**src/rtl/key_debouncer_if.sv**
```systemverilog
// Signal bundle between the raw key/button inputs and the debounced outputs
// consumed by the piano controller.
interface key_debouncer_if #(
    parameter int IDX_W = 2
);
    logic [6:0]       keys;
    logic [1:0]       song_select;
    logic [6:0]       keys_stable;
    logic [6:0]       key_press;
    logic [3:0]       note_code;
    logic             next_pulse;
    logic             prev_pulse;
    logic [IDX_W-1:0] song_idx;

    modport master (
        output keys, song_select,
        input  keys_stable, key_press, note_code, next_pulse, prev_pulse, song_idx
    );

    modport slave (
        input  keys, song_select,
        output keys_stable, key_press, note_code, next_pulse, prev_pulse, song_idx
    );
endinterface

```
**src/rtl/key_debouncer.sv**
```systemverilog
// Synchronises and debounces 7 piano keys and 2 song-select buttons; produces
// press pulses, a lowest-index note code and the wrapping song index.
//
// state      | meaning
// IDLE_LOW   | accepted level 0, sync agrees
// COUNT_UP   | accepted level 0, counting consecutive 1 samples
// IDLE_HIGH  | accepted level 1, sync agrees
// COUNT_DOWN | accepted level 1, counting consecutive 0 samples
module key_debouncer #(
    parameter int DEBOUNCE_CYCLES = 2000000,
    parameter int NUM_SONGS       = 4,
    parameter int IDX_W           = 2
) (
    input logic          clk,
    input logic          reset,
    key_debouncer_if.slave bus
);
    localparam int NUM_LINES = 9;
    localparam int CNT_W     = $clog2(DEBOUNCE_CYCLES);
    localparam logic [CNT_W-1:0] CNT_LAST = CNT_W'(DEBOUNCE_CYCLES - 1);
    localparam logic [IDX_W-1:0] IDX_LAST = IDX_W'(NUM_SONGS - 1);

    typedef enum logic [1:0] {IDLE_LOW, COUNT_UP, IDLE_HIGH, COUNT_DOWN} line_state_t;

    logic [NUM_LINES-1:0] raw, sync_a, sync_b;
    logic [NUM_LINES-1:0] stable, stable_d;
    line_state_t          state_q [NUM_LINES];
    line_state_t          state_d [NUM_LINES];
    logic [CNT_W-1:0]     cnt_q   [NUM_LINES];
    logic [CNT_W-1:0]     cnt_d   [NUM_LINES];

    logic [6:0]       key_press_q;
    logic [3:0]       note_q, note_next;
    logic [1:0]       sel_rise;
    logic             next_q, prev_q;
    logic [IDX_W-1:0] idx_q;

    // Bits 6:0 are the keys, bit 7 is "next", bit 8 is "previous".
    assign raw = {bus.song_select, bus.keys};

    always_ff @(posedge clk or negedge reset) begin
        if (!reset) begin
            sync_a <= '0;
            sync_b <= '0;
        end else begin
            sync_a <= raw;
            sync_b <= sync_a;
        end
    end

    always_ff @(posedge clk or negedge reset) begin
        if (!reset) begin
            for (int i = 0; i < NUM_LINES; i++) begin
                state_q[i] <= IDLE_LOW;
                cnt_q[i]   <= '0;
            end
        end else begin
            for (int i = 0; i < NUM_LINES; i++) begin
                state_q[i] <= state_d[i];
                cnt_q[i]   <= cnt_d[i];
            end
        end
    end

    // First mismatching sample loads 1, so the flip lands on the
    // DEBOUNCE_CYCLES-th consecutive mismatch.
    always_comb begin
        stable = '0;
        for (int i = 0; i < NUM_LINES; i++) begin
            state_d[i] = state_q[i];
            cnt_d[i]   = '0;
            case (state_q[i])
                IDLE_LOW: begin
                    if (sync_b[i]) begin
                        state_d[i] = COUNT_UP;
                        cnt_d[i]   = CNT_W'(1);
                    end
                end
                COUNT_UP: begin
                    if (!sync_b[i])              state_d[i] = IDLE_LOW;
                    else if (cnt_q[i] == CNT_LAST) state_d[i] = IDLE_HIGH;
                    else                         cnt_d[i]   = cnt_q[i] + CNT_W'(1);
                end
                IDLE_HIGH: begin
                    if (!sync_b[i]) begin
                        state_d[i] = COUNT_DOWN;
                        cnt_d[i]   = CNT_W'(1);
                    end
                end
                COUNT_DOWN: begin
                    if (sync_b[i])               state_d[i] = IDLE_HIGH;
                    else if (cnt_q[i] == CNT_LAST) state_d[i] = IDLE_LOW;
                    else                         cnt_d[i]   = cnt_q[i] + CNT_W'(1);
                end
                default: state_d[i] = IDLE_LOW;
            endcase
            stable[i] = (state_q[i] == IDLE_HIGH) || (state_q[i] == COUNT_DOWN);
        end
    end

    always_comb begin
        note_next = '0;
        for (int i = 6; i >= 0; i--) begin
            if (stable[i]) note_next = 4'(i + 1);
        end
    end

    assign sel_rise = stable[8:7] & ~stable_d[8:7];

    // Simultaneous next+prev rises cancel each other out.
    always_ff @(posedge clk or negedge reset) begin
        if (!reset) begin
            stable_d    <= '0;
            key_press_q <= '0;
            note_q      <= '0;
            next_q      <= 1'b0;
            prev_q      <= 1'b0;
            idx_q       <= '0;
        end else begin
            stable_d    <= stable;
            key_press_q <= stable[6:0] & ~stable_d[6:0];
            note_q      <= note_next;
            next_q      <= (sel_rise == 2'b01);
            prev_q      <= (sel_rise == 2'b10);
            if (sel_rise == 2'b01)
                idx_q <= (idx_q == IDX_LAST) ? '0 : idx_q + IDX_W'(1);
            else if (sel_rise == 2'b10)
                idx_q <= (idx_q == '0) ? IDX_LAST : idx_q - IDX_W'(1);
        end
    end

    assign bus.keys_stable = stable[6:0];
    assign bus.key_press   = key_press_q;
    assign bus.note_code   = note_q;
    assign bus.next_pulse  = next_q;
    assign bus.prev_pulse  = prev_q;
    assign bus.song_idx    = idx_q;
endmodule

```
**src/flat_wrapper.sv**
```systemverilog
// flat-port wrapper written by rule: the top's interface ports become plain ports
module key_debouncer_flat 
#(
    parameter int DEBOUNCE_CYCLES = 2000000,
    parameter int NUM_SONGS       = 4,
    parameter int IDX_W           = 2
)
  (clk, reset, bus_keys, bus_song_select, bus_keys_stable, bus_key_press, bus_note_code, bus_next_pulse, bus_prev_pulse, bus_song_idx);
  key_debouncer_if #(.IDX_W(IDX_W)) bus_i ();
  input logic clk;
  input logic reset;
  input wire logic [$bits(bus_i.keys)-1:0] bus_keys;
  input wire logic [$bits(bus_i.song_select)-1:0] bus_song_select;
  output wire logic [$bits(bus_i.keys_stable)-1:0] bus_keys_stable;
  output wire logic [$bits(bus_i.key_press)-1:0] bus_key_press;
  output wire logic [$bits(bus_i.note_code)-1:0] bus_note_code;
  output wire logic [$bits(bus_i.next_pulse)-1:0] bus_next_pulse;
  output wire logic [$bits(bus_i.prev_pulse)-1:0] bus_prev_pulse;
  output wire logic [$bits(bus_i.song_idx)-1:0] bus_song_idx;
  assign bus_i.keys = bus_keys;
  assign bus_i.song_select = bus_song_select;
  assign bus_keys_stable = bus_i.keys_stable;
  assign bus_key_press = bus_i.key_press;
  assign bus_note_code = bus_i.note_code;
  assign bus_next_pulse = bus_i.next_pulse;
  assign bus_prev_pulse = bus_i.prev_pulse;
  assign bus_song_idx = bus_i.song_idx;
  key_debouncer #(.DEBOUNCE_CYCLES(DEBOUNCE_CYCLES), .NUM_SONGS(NUM_SONGS), .IDX_W(IDX_W)) u_core (.clk(clk), .reset(reset), .bus(bus_i));
endmodule
```
**config.mk**
```make
export PLATFORM = sky130hd
export DESIGN_NAME = key_debouncer_flat
export DESIGN_NICKNAME = d
export VERILOG_FILES = /design/src/rtl/key_debouncer_if.sv /design/src/rtl/key_debouncer.sv /design/src/flat_wrapper.sv
export SDC_FILE = /design/constraint.sdc
export NUM_CORES = 1
export LEC_CHECK = 0
export ABC_AREA = 1
export BUFFER_PORTS_ARGS = -buffer_cell sky130_fd_sc_hd__clkbuf_2
export CAP_MARGIN = 10
export CORE_ASPECT_RATIO = 0.6
export CORE_MARGIN = 2
export CORE_UTILIZATION = 55
export CTS_CLUSTER_DIAMETER = 40
export DETAILED_ROUTE_END_ITERATION = 16
export PLACE_DENSITY = 0.72
export SLEW_MARGIN = 10
export SYNTH_ARGS = -nofsm -noshare
export SYNTH_HDL_FRONTEND = slang
export SYNTH_SLANG_ARGS = --single-unit
export TNS_END_PERCENT = 50
```
**constraint.sdc**
```tcl
create_clock -name clk -period 3.56 [get_ports clk]
set_input_delay 0.356 -clock clk [delete_from_list [all_inputs] [get_ports clk]]
set_output_delay 0.356 -clock clk [all_outputs]
set_load 0.01 [all_outputs]
```
Word-level counts from Yosys, hierarchy flattened
Index checks and enable logic that the tools add are counted.
{"block": "word_totals", "register_bits": 249, "latch_bits": 0, "ram_bits": 0, "romBits": 0, "out_inout_bits": 22, "elab_cells": 273, "memories": 0}
{"block": "op_classes", "addsub": 11, "n_mul": 0, "n_div": 0, "order_cmp": 0, "eq_ne": 75, "shifts": 0, "muxes": 128, "n_bitwise": 4, "n_reduce_logical": 29}
{"operator": "$pmux W21 S4", "count": 9}
{"operator": "$mux W21", "count": 27}
{"operator": "$add A21 B1 Y21 const B", "count": 9}
{"operator": "$eq A21 B21 Y1 const B", "count": 9}
{"operator": "$mux W2", "count": 58}
{"operator": "$pmux W2 S4", "count": 9}
{"operator": "$eq A2 B2 Y1 const B", "count": 20}
{"operator": "$reduce_and A4 Y1", "count": 9}
{"operator": "$ne A3 B1 Y1 const B", "count": 9}
{"operator": "$ne A3 B3 Y1 const B", "count": 9}
{"operator": "$mux W4", "count": 6}
{"operator": "$eq A2 B1 Y1 const B", "count": 10}
{"operator": "$logic_not A2 Y1", "count": 10}
{"operator": "$mux W1", "count": 18}
{"operator": "$ne A2 B1 Y1 const B", "count": 9}
{"operator": "$ne A2 B2 Y1 const B", "count": 9}
{"operator": "$logic_or A1 B1 Y1", "count": 9}
{"operator": "$and A7 B7 Y7", "count": 1}
{"operator": "$not A7 Y7", "count": 1}
{"operator": "$mux W3", "count": 1}
{"operator": "$add A2 B1 Y2 const B", "count": 1}
{"operator": "$and A2 B2 Y2", "count": 1}
{"operator": "$not A2 Y2", "count": 1}
{"operator": "$reduce_bool A2 Y1", "count": 1}
{"operator": "$sub A2 B1 Y2 const B", "count": 1}

Logic depth before layout (Yosys ltp)
Gate-level depths: netlist (run 1).
{"block": "depth", "depth_word": 9, "ltp_mapped": 10}

Worst setup path before layout (run 1)
OpenSTA, ideal clock, no wires.
{"block": "synth_timing", "path_kind": "reg2reg", "startpoint": "register u_core.cnt_q[21] (netlist bit)", "endpoint": "register u_core.cnt_q[41] (netlist bit)", "setup_time_ns": 0.116, "t_arrival_ns": 1.364, "setup_slack_ns": 2.081, "stages_incl_launch_ff": 9, "path_cell_list": "dfrtp_1 -> ha_1 -> nand3_2 -> nor2_4 -> nand3_2 -> nor2_2 -> nand2_1 -> nor2_2 -> nor2_1"}
{"item": "from (decl)", "line": "key_debouncer.sv:29", "rtl": "logic [CNT_W-1:0] cnt_q [NUM_LINES];"}
{"item": "from (signal, indexed assignment)", "line": "key_debouncer.sv:60", "rtl": "cnt_q[i] <= cnt_d[i];"}

==> metrics.yaml, run 1 <==
detailed_routing:
  drc: 0
  dr.pass1.iters: 5
  wire_per_inst_um: 13.65
  vias: 10680
  via_per_inst: 5.093
  antenna_left: 0
  first_iter_violations: 1006
  drt_wl_total_um: 28630
yosys:
  ys_ff_latch: 248
  avgSynthCellArea_um2: 7.567
  synth_area_um2: 13010
  synth_cell_types: 34
  syn-instance-count: 1719
  syn_nets: 1743
  async_flop_share_pct: 100.0
  ys_warn_count: 0
  yosysMostFrequentCell: "nor2_1"
  synth-edff-count: 0
  ys.flop_type: "dfrtp_1"
  synth_top_area_share_pct: 47.71
  synth_common_cells: "nor2_1 (443), nand2_1 (406), dfrtp_1 (248)"
  synth.top_cells.by_area: "dfrtp_1 (48%), nor2_1 (13%), nand2_1 (12%), inv_1 (5.1%), nand3_1 (4.2%)"
  yosys.area.top_type: "dfrtp_1"
  yosysSeqAreaShare_pct: 47.71
finish:
  layout-area-overhead-vs-synth_pct: 11.66
  fin_util_pct: 62.78
  drive_gt1_share_pct: 8.025
  layout.nets: 1785
  diodes: 0
  fillCellCount: 2069
  fin_area_um2: 14520
  seqCellArea_um2: 6206
  multi_input_area_um2: 5923
place:
  dp_slack_ps: 1450
  place_area_um2: 13420
  dpl.hpwl_um: 20700
  gp_congestion: 0.9533
  numPortBuffers: 31
cts:
  postCtsHoldBufs: 10
  clkLatencyLatePin_ps: 560
  cts_buffers: 28
  clk_pin_slew_ps: 60
  cts_buffer_depth: 3
  cts_tree: "built"
  htreeDepth: 1
  cts_sinks: 248
  cts_setup_buffers: 0
  ctsResizeCount: 0
  cts-root-buf: "clkbuf_16"
global_routing:
  antenna_found_initial: 0
  grt_pass1_wl_um: 48440
  overflow: 0
  grt_usage_pct: 23.89
  grt_pass1_vias: 9637
  grt_max_degree: 75
pwr:
  total_power_mw: 6.269
  leakagePower_nw: 6.274
  peakVddDrop_mv: 0.3620
  power_density_nw_per_um2: 431.7
worst_setup_path:
  cp_max_fo: 21
  start_kind: "flip-flop"
  critPathCaptureType: "flip-flop"
  worst-endpoint-arrival_ps: 2610
  worstPathRequired_ps: 4010
  crit_type: "flip-flop to flip-flop"
floorplan:
  fp.dieArea_um2: 24940
  coreArea_um2: 23130
  io_pins: 33
  fp-row-count: 43
  die_y_um: 123.1
  start_util_pct: 56.22
  dieWidth_um: 202.5
timing:
  setup_viol: 0
  slew_violations: 0
  fmax_mhz: 461.5
  finalCritPeriodShare_pct: 60.87
  worstMarginPinSlew_ps: 758.3
  finalClockSkew_ps: 10.13
  final_hold_viol_count: 0
  period_needed_ps: 2167
  rsz0062_at_grt: "false"
  max_slew_margin_pct: 49.32
  fin_setup_tns_ps: 0
  layout_setup_ws_ps: 1393
worst_hold_path:
  holdCritPathClass: "flip-flop to flip-flop"
run_status:
  status: "complete, no violations"
run:
  maxCapViolCount: 0
==> kinds of logic after synthesis <==
kind of cell               count (synthesis)  synth area share, %
AOI/OAI and AO/OA                         70                2.828
xor gates and xnor gates                  93                6.262
adders and majority gates                 13                1.251
buffers and inverters                    215                6.753
DFF                                      248                47.71
other                                      1              0.02883
and+or+nand+nor                         1079                35.17
==> cell usage in the layout (no fill, tap or decap), drive strengths merged, types with 5 or more instances in the layout <==
master,Yosys,routed
nand3,119,119
ha,13,13
dlygate4sd3,0,10
nor3,23,23
nand4,26,26
dfrtp,248,248
xor2,47,47
nor3b,12,12
a31oi,9,9
o21ai,31,31
inv,183,190
nand3b,5,5
nor2,472,472
a21oi,26,26
clkbuf,9,63
xnor2,46,46
nand2,411,411
or2,8,8
==> through the flow <==
stage          hold slack, ps  std cells
2_1_floorplan           60.41       1719
3_3_place_gp            333.6       2036
3_5_place_dp            337.0       2036
4_1_cts                 348.5       2097
5_1_grt                 357.4       2097
6_report                347.2       2097
==> power breakdown <==
part	internal (mW)	switching, mW	leakage [nW]
Sequential	2.87	0.0489	3.39
Combinational	0.0652	0.179	2.40
Clock	1.85	1.26	0.486
Total	4.78	1.49	6.27
==> worst max-delay path, stage by stage (launching register included) <==
cell     delay (ps)
dfrtp_1         450
ha_1            330
nand3_2         180
nor2_1          160
nand3_1          90
nand2_1         570
inv_1           130
nand2_1         100
nor2_1           40
==> state kept, by name, summed over array words and instances, names as in the netlist, named ones only <==
name,flops
u_core.bus.next_pulse,1
u_core.sync_a,9
u_core.bus.song_idx,2
u_core.bus.note_code,3
u_core.stable_d,9
u_core.cnt_q,189
u_core.state_q,9
u_core.bus.prev_pulse,1
u_core.bus.key_press,7
u_core.sync_b,9
==> area by class of cell <==
class,instances,area share [%]
sequential,248,42.73
multi-input combinational,1256,40.78
clock buffer,33,5.238
inverter,183,4.730
tap,315,2.714
timing repair buffer,44,2.154
clock inverter,18,1.654
==> routing by layer <==
layer | track usage, % | vias up | share of wire (%) | routed length, µm
met5 | 0 | - | 0 | 0
met4 | 5.474 | 0 | 1.8 | 514
li1 | - | 5404 | - | -
met3 | 4.033 | 43 | 7.0 | 2007
met1 | 40.45 | 4870 | 54 | 15430
met2 | 30.78 | 362 | 37 | 10680
==> path summary, 6_finish.rpt <==
| kind | from | end | slack [ps] | cells after the start |
|---|---|---|---|---|
| max in group asynchronous | reset | u_core.cnt_q[40]$_DFF_PN0_ | 2260 | 3 |
| max | u_core.cnt_q[21]$_DFF_PN0_ | u_core.cnt_q[36]$_DFF_PN0_ | 1390 | 8 |
| min reg2reg | u_core.sync_a[5]$_DFF_PN0_ | u_core.sync_b[5]$_DFF_PN0_ | 350 | 0 |
| min in group asynchronous | reset | u_core.cnt_q[77]$_DFF_PN0_ | 380 | 2 |
| max reg2reg | u_core.cnt_q[21]$_DFF_PN0_ | u_core.cnt_q[36]$_DFF_PN0_ | 1390 | 8 |
| min | u_core.sync_a[5]$_DFF_PN0_ | u_core.sync_b[5]$_DFF_PN0_ | 350 | 0 |
Note: power is estimated with default switching activity, not from simulation.
==> inputs of run 2 (changes only) <==
- clock period: 3.56 -> 2.2 ns (I/O delays scaled with it)
==> run 2 against run 1 <==
Effect of this change: non-clock buffer count increased by 12; fmax is 12% higher; clock power is 50% higher; die area unchanged; clock skew down 3.2 ps; sequential cell count unchanged; power grew 57%; register-to-register slack got worse by 1100 ps; worst hold slack got worse by 130 ps; design area up 0.30%; critical path type unchanged; largest cell class unchanged; largest power group is now sequential cells.
==> metrics.yaml, run 2 (same netlist as run 1, synthesis figures left out) <==
global_routing:
  grt_max_degree: 70
  grt_pass1_wl_um: 48180
  grt_pass1_vias: 9634
  overflow: 0
  antenna_found_initial: 0
  grt_usage_pct: 23.73
finish:
  layout-area-overhead-vs-synth_pct: 11.99
  drive_gt1_share_pct: 8.579
  largest_reg_flops: 189
  top_register: "u_core.cnt_q"
  fillCellCount: 2049
  final_cell_mix: "nor2_1 (443), nand2_1 (406), dfrtp_1 (248), inv_1 (177), nand3_1 (109)"
  multi_input_area_um2: 5923
  diodes: 0
  layout.nets: 1797
  final_common_cell: "nor2_1"
  fin_util_pct: 62.97
  seqCellArea_um2: 6206
detailed_routing:
  drc: 0
  via_per_inst: 5.202
  wire_per_inst_um: 13.61
  first_iter_violations: 931
  drt_wl_total_um: 28720
  vias: 10980
  antenna_left: 0
  dr.pass1.iters: 6
worst_setup_path:
  worst-endpoint-arrival_ps: 2360
  critPathCaptureType: "flip-flop"
  reg2reg_setup_slack_ps: 270
  worstPathRequired_ps: 2630
  critPathLaunch: "u_core.cnt_q[21]$_DFF_PN0_"
  cp_max_fo: 11
  crit_type: "flip-flop to flip-flop"
  start_kind: "flip-flop"
  rr_startpoint: "u_core.cnt_q[21]$_DFF_PN0_"
timing:
  holdWs_ps: 221.5
  setup_viol: 0
  finalCritPeriodShare_pct: 87.95
  max_slew_margin_pct: 63.37
  final_hold_viol_count: 0
  slew_violations: 0
  worstMarginPinSlew_ps: 549.4
  finalClockSkew_ps: 6.982
  rsz0062_at_grt: "false"
  fmax_mhz: 516.8
  fin_setup_tns_ps: 0
  period_needed_ps: 1935
pwr:
  power_frac_clock_pct: 47.6
  power_density_nw_per_um2: 674.1
  peakVddDrop_mv: 0.6331
  switching_share_pct: 23.85
  p_switching_mw: 2.342
  comb_power_share_pct: 4.3
  leakagePower_nw: 6.295
  p_int_mw: 7.478
  pwr-share-seq_pct: 48.0
cts:
  ctsResizeCount: 0
  cts_buffer_depth: 3
  cts_buffers: 28
  clkLatencyLatePin_ps: 550
  cts_sinks: 248
  clk_pin_slew_ps: 60
  cts-root-buf: "clkbuf_16"
  htreeDepth: 1
  cts_tree: "built"
run:
  maxCapViolCount: 0
floorplan:
  fp-row-count: 43
  dieWidth_um: 202.5
  io_pins: 33
  coreArea_um2: 23130
  fp.dieArea_um2: 24940
  start_util_pct: 56.22
  die_y_um: 123.1
run_status:
  status: "complete, no violations"
place:
  gp_congestion: 0.9522
  dpl.hpwl_um: 21250
  numPortBuffers: 31
worst_hold_path:
  holdCritPathClass: "primary input to async pin"
==> run 2: cell count changes in the layout (fill, tap and decap cells not counted) <==
cell,previous run,this run
clkinv_2,3,2
clkbuf_1,2,4
inv_8,5,3
clkinv_4,1,2
buf_12,2,3
bufinv_16,4,1
buf_4,1,12
clkinvlp_4,3,5
clkbuf_8,2,4
==> run 2: layer usage <==
layer	vias to the layer above	share of wire, %	global-route usage, %
met5	-	0	0
met1	5089	52	39.34
met4	0	2.1	5.292
li1	5438	-	-
met3	45	8.3	5.192
met2	405	37	30.78
==> run 2: final timing paths <==
path                       cells past startpoint                     endpoint
max                                            7   u_core.cnt_q[26]$_DFF_PN0_
min                                            2   u_core.cnt_q[75]$_DFF_PN0_
max reg2reg                                    7   u_core.cnt_q[26]$_DFF_PN0_
min reg2reg                                    0   u_core.sync_b[0]$_DFF_PN0_
max in group asynchronous                      3  u_core.cnt_q[178]$_DFF_PN0_
min in group clk                               2   u_core.sync_a[1]$_DFF_PN0_
==> run 2: what timing repair did <==
item | CTS | global route
buffers inserted | 0 | 0
endpoints found under the hold margin | 72 | 0
hold buffers | 10 | 0
==> run 2: area by class of cell <==
type,instances,area share (%)
timing repair buffer,56,2.852
tap,315,2.705
sequential,248,42.60
inverter,183,4.715
multi-input combinational,1256,40.66
clock buffer,37,5.463
clock inverter,15,1.005
==> run 2: critical path, stage by stage, from the launching register on <==
cell and delay [ps]:
dfrtp_1 450, ha_1 330, nand3_2 170, nor2_1 150
nand3_1 80, nand2_1 310, buf_4 260, nor3b_1 70
==> run 2: power by group through the flow <==
| stage | Clock, mW | Sequential [mW] | Combinational, mW |
|---|---|---|---|
| global placement | 0 | 4.80 | 0.415 |
| CTS | 4.79 | 4.72 | 0.436 |
| detailed placement | 0 | 4.80 | 0.420 |
| finish | 4.68 | 4.72 | 0.425 |
| floorplan | 0 | 4.78 | 0.241 |
| global route | 5.02 | 4.73 | 0.493 |
==> run 2: per-stage QoR <==
step / power (mW) / instances / instance area [µm²] / setup WS [ps]
2_1_floorplan: 5.019 / 1719 / 13010 / 720.7
3_5_place_dp: 5.219 / 2048 / 13530 / 313.7
3_3_place_gp: 5.210 / 2048 / 13530 / 403.0
6_report: 9.820 / 2110 / 14570 / 265.1
4_1_cts: 9.945 / 2110 / 14570 / 306.1
5_1_grt: 10.24 / 2110 / 14570 / 89.58
